## src/rtl/lcd_reader.sv

```systemverilog
// HD44780 read-cycle engine: one status/data read per start edge, optionally
// repeating status reads until the busy flag clears or the poll budget runs out.
module lcd_reader #(
  parameter int CLK_Divide = 16,
  parameter int SETUP      = 2,
  parameter int HOLD       = 2,
  parameter int POLL_MAX   = 16'hFFFF
) (
  input  logic       iCLK,
  input  logic       iRST,
  input  logic       iStart,
  input  logic       iRS,
  input  logic       iPoll,
  output logic [7:0] oDATA,
  output logic       oBusy,
  output logic       oDone,
  output logic       oTimeout,
  input  logic [7:0] LCD_DATA,
  output logic       LCD_RW,
  output logic       LCD_EN,
  output logic       LCD_RS
);

  localparam int CMAX = (CLK_Divide > SETUP) ? ((CLK_Divide > HOLD) ? CLK_Divide : HOLD)
                                             : ((SETUP > HOLD) ? SETUP : HOLD);
  localparam int CW = $clog2(CMAX + 1);
  localparam int PW = $clog2(POLL_MAX + 1);

  localparam logic [CW-1:0] SETUP_LAST = CW'(SETUP - 1);
  localparam logic [CW-1:0] EN_LAST    = CW'(CLK_Divide - 1);
  localparam logic [CW-1:0] HOLD_LAST  = CW'(HOLD - 1);
  localparam logic [PW-1:0] PMAX       = PW'(POLL_MAX);

  typedef enum logic [2:0] {S_IDLE, S_SETUP, S_EN_HI, S_HOLD, S_DONE} state_t;

  state_t          state;
  logic [CW-1:0]   cnt;
  logic [PW-1:0]   pollCnt;
  logic            pollQ;
  logic            startPrev;
  logic            startEdge;

  assign startEdge = iStart & ~startPrev;

  always_ff @(posedge iCLK or posedge iRST) begin
    if (iRST) begin
      state     <= S_IDLE;
      cnt       <= '0;
      pollCnt   <= '0;
      pollQ     <= 1'b0;
      startPrev <= 1'b1;  // a start held high through reset release is not an edge
      oDATA     <= '0;
      oBusy     <= 1'b0;
      oDone     <= 1'b0;
      oTimeout  <= 1'b0;
      LCD_RW    <= 1'b0;
      LCD_EN    <= 1'b0;
      LCD_RS    <= 1'b0;
    end else begin
      startPrev <= iStart;
      oDone     <= 1'b0;
      case (state)
        S_IDLE: begin
          if (startEdge) begin
            pollQ    <= iPoll & ~iRS;
            oBusy    <= 1'b1;
            LCD_RW   <= 1'b1;
            LCD_RS   <= iRS;
            oTimeout <= 1'b0;
            pollCnt  <= '0;
            cnt      <= '0;
            state    <= S_SETUP;
          end
        end
        S_SETUP: begin
          if (cnt == SETUP_LAST) begin
            cnt    <= '0;
            LCD_EN <= 1'b1;
            state  <= S_EN_HI;
          end else cnt <= cnt + 1'b1;
        end
        S_EN_HI: begin
          if (cnt == EN_LAST) begin
            oDATA  <= LCD_DATA;  // sampled while EN is still high
            LCD_EN <= 1'b0;
            if (pollCnt != PMAX) pollCnt <= pollCnt + 1'b1;
            cnt    <= '0;
            state  <= S_HOLD;
          end else cnt <= cnt + 1'b1;
        end
        S_HOLD: begin
          if (cnt == HOLD_LAST) begin
            cnt <= '0;
            if (pollQ && oDATA[7] && (pollCnt < PMAX)) begin
              state <= S_SETUP;
            end else begin
              if (pollQ && oDATA[7]) oTimeout <= 1'b1;
              oDone  <= 1'b1;
              oBusy  <= 1'b0;
              LCD_RW <= 1'b0;
              LCD_RS <= 1'b0;
              state  <= S_DONE;
            end
          end else cnt <= cnt + 1'b1;
        end
        S_DONE:  state <= S_IDLE;
        default: state <= S_IDLE;
      endcase
    end
  end

endmodule

```

## config.mk

```make
export PLATFORM = sky130hd
export DESIGN_NAME = lcd_reader
export DESIGN_NICKNAME = d
export VERILOG_FILES = /design/src/rtl/lcd_reader.sv
export SDC_FILE = /design/constraint.sdc
export NUM_CORES = 1
export LEC_CHECK = 0
export ABC_CLOCK_PERIOD_IN_PS = 2700
export BUFFER_PORTS_ARGS = -buffer_cell sky130_fd_sc_hd__buf_2
export CELL_PAD_IN_SITES_DETAIL_PLACEMENT = 0
export CELL_PAD_IN_SITES_GLOBAL_PLACEMENT = 2
export CORE_ASPECT_RATIO = 1.1
export CORE_MARGIN = 10
export CORE_UTILIZATION = 37
export CTS_BUF_LIST = sky130_fd_sc_hd__clkbuf_8
export DETAILED_ROUTE_END_ITERATION = 10
export GPL_TIMING_DRIVEN = 1
export PLACE_DENSITY_LB_ADDON = 0.1
export SLEW_MARGIN = 20
export SYNTH_ARGS = -nofsm -noshare
export SYNTH_HDL_FRONTEND = slang
export SYNTH_SLANG_ARGS = --single-unit
```

## constraint.sdc

```tcl
create_clock -name iCLK -period 2.7 [get_ports iCLK]
set_input_delay 0.135 -clock iCLK [delete_from_list [all_inputs] [get_ports iCLK]]
set_output_delay 0.135 -clock iCLK [all_outputs]
set_load 0.1 [all_outputs]
```

# --- Word level (Yosys, flattened, before mapping) ---
# Index checks and enable logic that the tools add are counted.
totals:
  regBits: 39
  out_inout_bits: 14
  word_cells: 78
classes:
  add_sub_neg: 2
  magnitude_cmp: 1
  eq_ne: 13
  muxes: 31
  n_bitwise: 4
  reduce_logical: 16
ops:
  columns: ["operator", "n"]
  rows:
  - ["2-to-1 mux 16 bit", 3]
  - ["one-hot mux 16 bit (2 select lines)", 1]
  - ["adder 16 x 1 -> 16 bit, second input constant", 1]
  - ["< comparator 16 bit, second input constant", 1]
  - ["inequality test 16 bit, second input constant", 1]
  - ["2-to-1 mux 3 bit", 5]
  - ["2-to-1 mux 5 bit", 3]
  - ["one-hot mux 5 bit (3 select lines)", 1]
  - ["inequality test 2 bit, second input constant", 7]
  - ["2-to-1 mux 1 bit", 13]
  - ["one-hot mux 3 bit (4 select lines)", 1]
  - ["AND reduction 4 bit", 3]
  - ["one-hot mux 1 bit (2 select lines)", 4]
  - ["== test 3 x 2 -> 1 bit, second input constant", 2]
  - ["AND reduction 2 bit", 3]
  - ["nonzero test 2 bit", 3]
  - ["adder 5 x 1 -> 5 bit, second input constant", 1]
  - ["== test 5 x 1 -> 1 bit, second input constant", 1]
  - ["== test 5 x 4 -> 1 bit, second input constant", 1]
  - ["AND reduction 5 bit", 1]
  - ["== test 3 x 1 -> 1 bit, second input constant", 1]
  - ["zero test 3 bit", 1]
  - ["AND reduction 3 bit", 1]
  - ["nonzero test 3 bit", 1]
  - ["4 further kinds", 7]

# --- Logic depth before layout (Yosys ltp) ---
logic_depth:
  ltp_word: 5
  ltp_mapped: 9

# --- Worst setup path before layout ---
# Ideal clock, no wire load.
synth_path:
  kind: "reg2reg"
  start: "register cnt[0]"
  end: "register pollCnt[13]"
  setup_time_ns: 0.078
  t_arrival_ns: 2.011
  path_slack_ns: 0.611
  path_stages_with_launch: 10
  path_buffers: 0
  cell_sequence: "dfrtp_1 > ha_1 > nand3_1 > inv_1 > ha_1 > nand2_1 > a2111oi_4 > o21ai_2 > or3_1 > a21oi_1"
synth_via:
  elab_chain_len: 3
synth_lines:
  columns: ["item", "line_no", "rtl"]
  rows:
  - ["from (decl)", "37", "logic [CW-1:0] cnt;"]
  - ["from (signal assigned)", "80", "end else cnt <= cnt + 1'b1;"]
  - ["from (signal assigned)", "89", "end else cnt <= cnt + 1'b1;"]
  - ["from (signal assigned)", "104", "end else cnt <= cnt + 1'b1;"]
  - ["== test 5 x 4 -> 1 bit", "83", "if (cnt == EN_LAST) begin"]
  - ["inequality test 2 bit (no source line)", null, null]
  - ["AND reduction 4 bit (no source line)", null, null]
  - ["to (signal assigned)", "86", "if (pollCnt != PMAX) pollCnt <= pollCnt + 1'b1;"]
  - ["to (decl)", "38", "logic [PW-1:0] pollCnt;"]
# Every way passes these cells.
# A chain may end at the register's enable or synchronous reset.

# --- Worst setup path in the final report ---
layout_path:
  start: "register cnt[0]"
  end: "register pollCnt[15]"
# Same word-level chain as after synthesis.

==> flow_summary.yaml <==
placed_design:
  dp.cells: 296
  gp_congestion: 0.752
  dpl_cell_area_mm2: 0.00220
  dp_hpwl_mm: 3.36
  port_buffers: 26
  place_ws_ns: 0.342
global_routing:
  grtUsageTotal_pct: 10.7
  overflow: 0
  grt_pass1_vias: 1661
  grt_pass1_wl_mm: 7.91
  antenna_found_initial: 0
  grt_max_degree: 22
setup_path:
  end_kind: "flop"
  r2r_end: "pollCnt[15]"
  r2r-start: "cnt[0]"
  cp_top_family: "compound AO/OA/AOI/OAI gates"
  path_class: "reg2reg"
  crit_buf_inv: 1
  crit_fanout: 10
  rrSetupSlack_ns: 0.34
  path_cells: "ha_1, nand3_1, inv_1, ha_1, nand2_1, a2111oi_4, o21ai_2, or3_1, a21oi_1"
  cp.required_ns: 2.92
  cp_slowest_cell: "dfrtp_1"
  reg2reg_depth: 9
  cp_common_cell: "ha_1"
  crit_path_start_kind: "flop"
  cp_data_arrival_time_ns: 2.59
  critPathMaxStageDelay_ns: 0.42
logic_synthesis:
  synth-seq-cells: 39
  synth_edf_count: 0
  synth_commonest_cells: "dfrtp_1, nand2_1, o21ai_0"
  ys_seq_area_share_pct: 49.2
  synth.avg_cell_area_um2: 9.84
  yosysMostFrequentCell: "dfrtp_1"
  synth_flop_cell: "dfrtp_1"
  synthTopCellsByArea: "dfrtp_1, nand2_1, mux2_2"
  syn_nets: 220
  synth_cell_type_count: 43
  synth_largest_area_cell: "dfrtp_1"
  syn_area_mm2: 0.00199
  netlist.area_leader.share_pct: 47.8
  ys.warnings.count: 0
  synthArstFlopShare_pct: 100
  postSynthCellCount: 202
worst_hold_path:
  hold_path_class: "in2reg"
  whs_endpoint: "LCD_RS"
  hold_start: "iRS"
  min_delay_path_depth: 3
routing:
  postRouteAntennaNets: 0
  drt_wl_total_mm: 4.52
  wl_per_cell_um: 14.8
  drtPass1Iterations: 4
  num_vias: 1600
  drt-initial-drc-count: 92
  drc_errors: 0
  vias_per_cell: 5.23
timing:
  max_freq_mhz: 423
  fin_crit_ns: 2.36
  tightestPinTransition_ns: 0.773
  hold_ws_ns: 0.0671
  rsz0062_at_grt: "no"
  finalSetupViolCount: 0
  hold_violations: 0
  fin_ws_ns: 0.336
  slew_headroom_pct: 48.4
  tns_ns: 0
  skew_ns: 0.00869
  drv_slew: 0
  min_period_over_period_pct: 87.5
flow_run:
  cap_violations: 0
pwr:
  total_power_mw: 1.98
  ir_drop_uv: 492
  power_density_mw_per_mm2: 848
  p_leak_nw: 1.03
clock_tree:
  cts-root-buf: "clkbuf_8"
  post_cts_buffers: 0
  clockBufferDepth: 2
  cts_inserted_buffers: 5
  clock-sinks: 39
  htreeDepth: 2
  worst_skew_pair.late_latency_ns: 0.29
  cts.clk_slew.worst_paths_ns: 0.08
  cts_tree: "yes"
finish:
  final_cells: 306
  multi_input_area_um2: 951
  fill_cells: 505
  finalCoreUtilization_pct: 45.8
  fin_area_mm2: 0.00234
  nets: 251
  ff_latch_area_um2: 977
  areaGrowthSynthToFinish_pct: 17.6
  final_layout_size_suffix_gt1_share_pct: 22.2
  diodes: 0
die:
  rows: 27
  fp.dieW_um: 89.9
  core-area_mm2: 0.00510
  die_y_um: 96.9
  start_util_pct: 39.0
  io_pins: 27
  die_area_mm2: 0.00871
status:
  outcome: "complete, no violations"
[worst max-delay path by stage]
stage | to | slack, ns | start | depth (start not counted)
after floorplan | pollCnt[13] | 0.61 | cnt[0] | 9
after global placement | pollCnt[13] | 0.45 | cnt[0] | 9
after detailed placement | pollCnt[9] | 0.34 | cnt[0] | 9
after CTS | pollCnt[15] | 0.33 | cnt[0] | 9
after global routing | pollCnt[15] | 0.16 | cnt[0] | 9
final | pollCnt[15] | 0.34 | cnt[0] | 9
[worst register-to-register path, cell delays in order (launching register included)]
cell       delay (ns)
dfrtp_1          0.42
ha_1             0.21
nand3_1          0.11
inv_1            0.08
ha_1             0.20
nand2_1          0.16
a2111oi_4        0.42
o21ai_2          0.19
or3_1            0.38
a21oi_1          0.14
[cell families (layout without fill, tap and decap cells)]
family / Yosys count / count (layout) / synth area share, %
XOR/XNOR: 5 / 5 / 2.20
flip-flops: 39 / 39 / 49.2
AO/OA/AOI/OAI: 45 / 45 / 15.9
buffers and inverters: 15 / 47 / 3.02
adder cells (fa/ha/maj): 5 / 5 / 3.15
multiplexers: 10 / 10 / 5.60
AND/OR/NAND/NOR: 83 / 83 / 21.0
[layout by cell type, fill, tap and decap left out, types with 3 or more instances in the layout]
cell type and instances:
nand3_1 10, nor2_1 12, a21oi_1 9, or3_1 6
mux2_2 9, dfrtp_1 38, ha_1 5, o21ai_0 15
and3_1 4, buf_4 3, nor3_1 4, buf_2 26
clkbuf_8 6, o31ai_1 3, nand2_1 29, xor2_1 3
nand4_1 4, o211ai_1 3, inv_1 8
[power by group]
group	internal, mW	leakage (nW)	switching (mW)
clock network	0.299	0.0612	0.208
registers	0.679	0.508	0.103
logic	0.178	0.464	0.517
total	1.16	1.03	0.828
[cell type report]
type / instances / share of cell area [%]
Inverter: 8 / 1.28
Timing Repair Buffer: 31 / 7.38
Sequential cell: 39 / 41.8
Tap cell: 72 / 3.85
Clock buffer: 6 / 3.53
Multi-Input combinational cell: 148 / 40.7
Clock inverter: 2 / 1.50
[repair_timing]
action	CTS	global route
endpoints found under the hold margin	20	0
resized for setup	0	0
hold buffers	2	0
[state kept, by name, summed over array words and instances (netlist names), 3 cells and up]
register / count
pollCnt: 16
oDATA: 8
cnt: 5
state: 3
[per-layer routing]
metal / track usage (%) / part of all wire (%) / routed length (µm) / vias to the layer above
li1: - / - / - / 781
met1: 12.5 / 46 / 2080 / 780
met2: 18.1 / 48 / 2180 / 32
met3: 3.39 / 4.6 / 206 / 7
met4: 3.65 / 1.2 / 54 / 0
met5: 0 / 0 / 0 / -
Note: power is estimated with default switching activity, not from simulation.
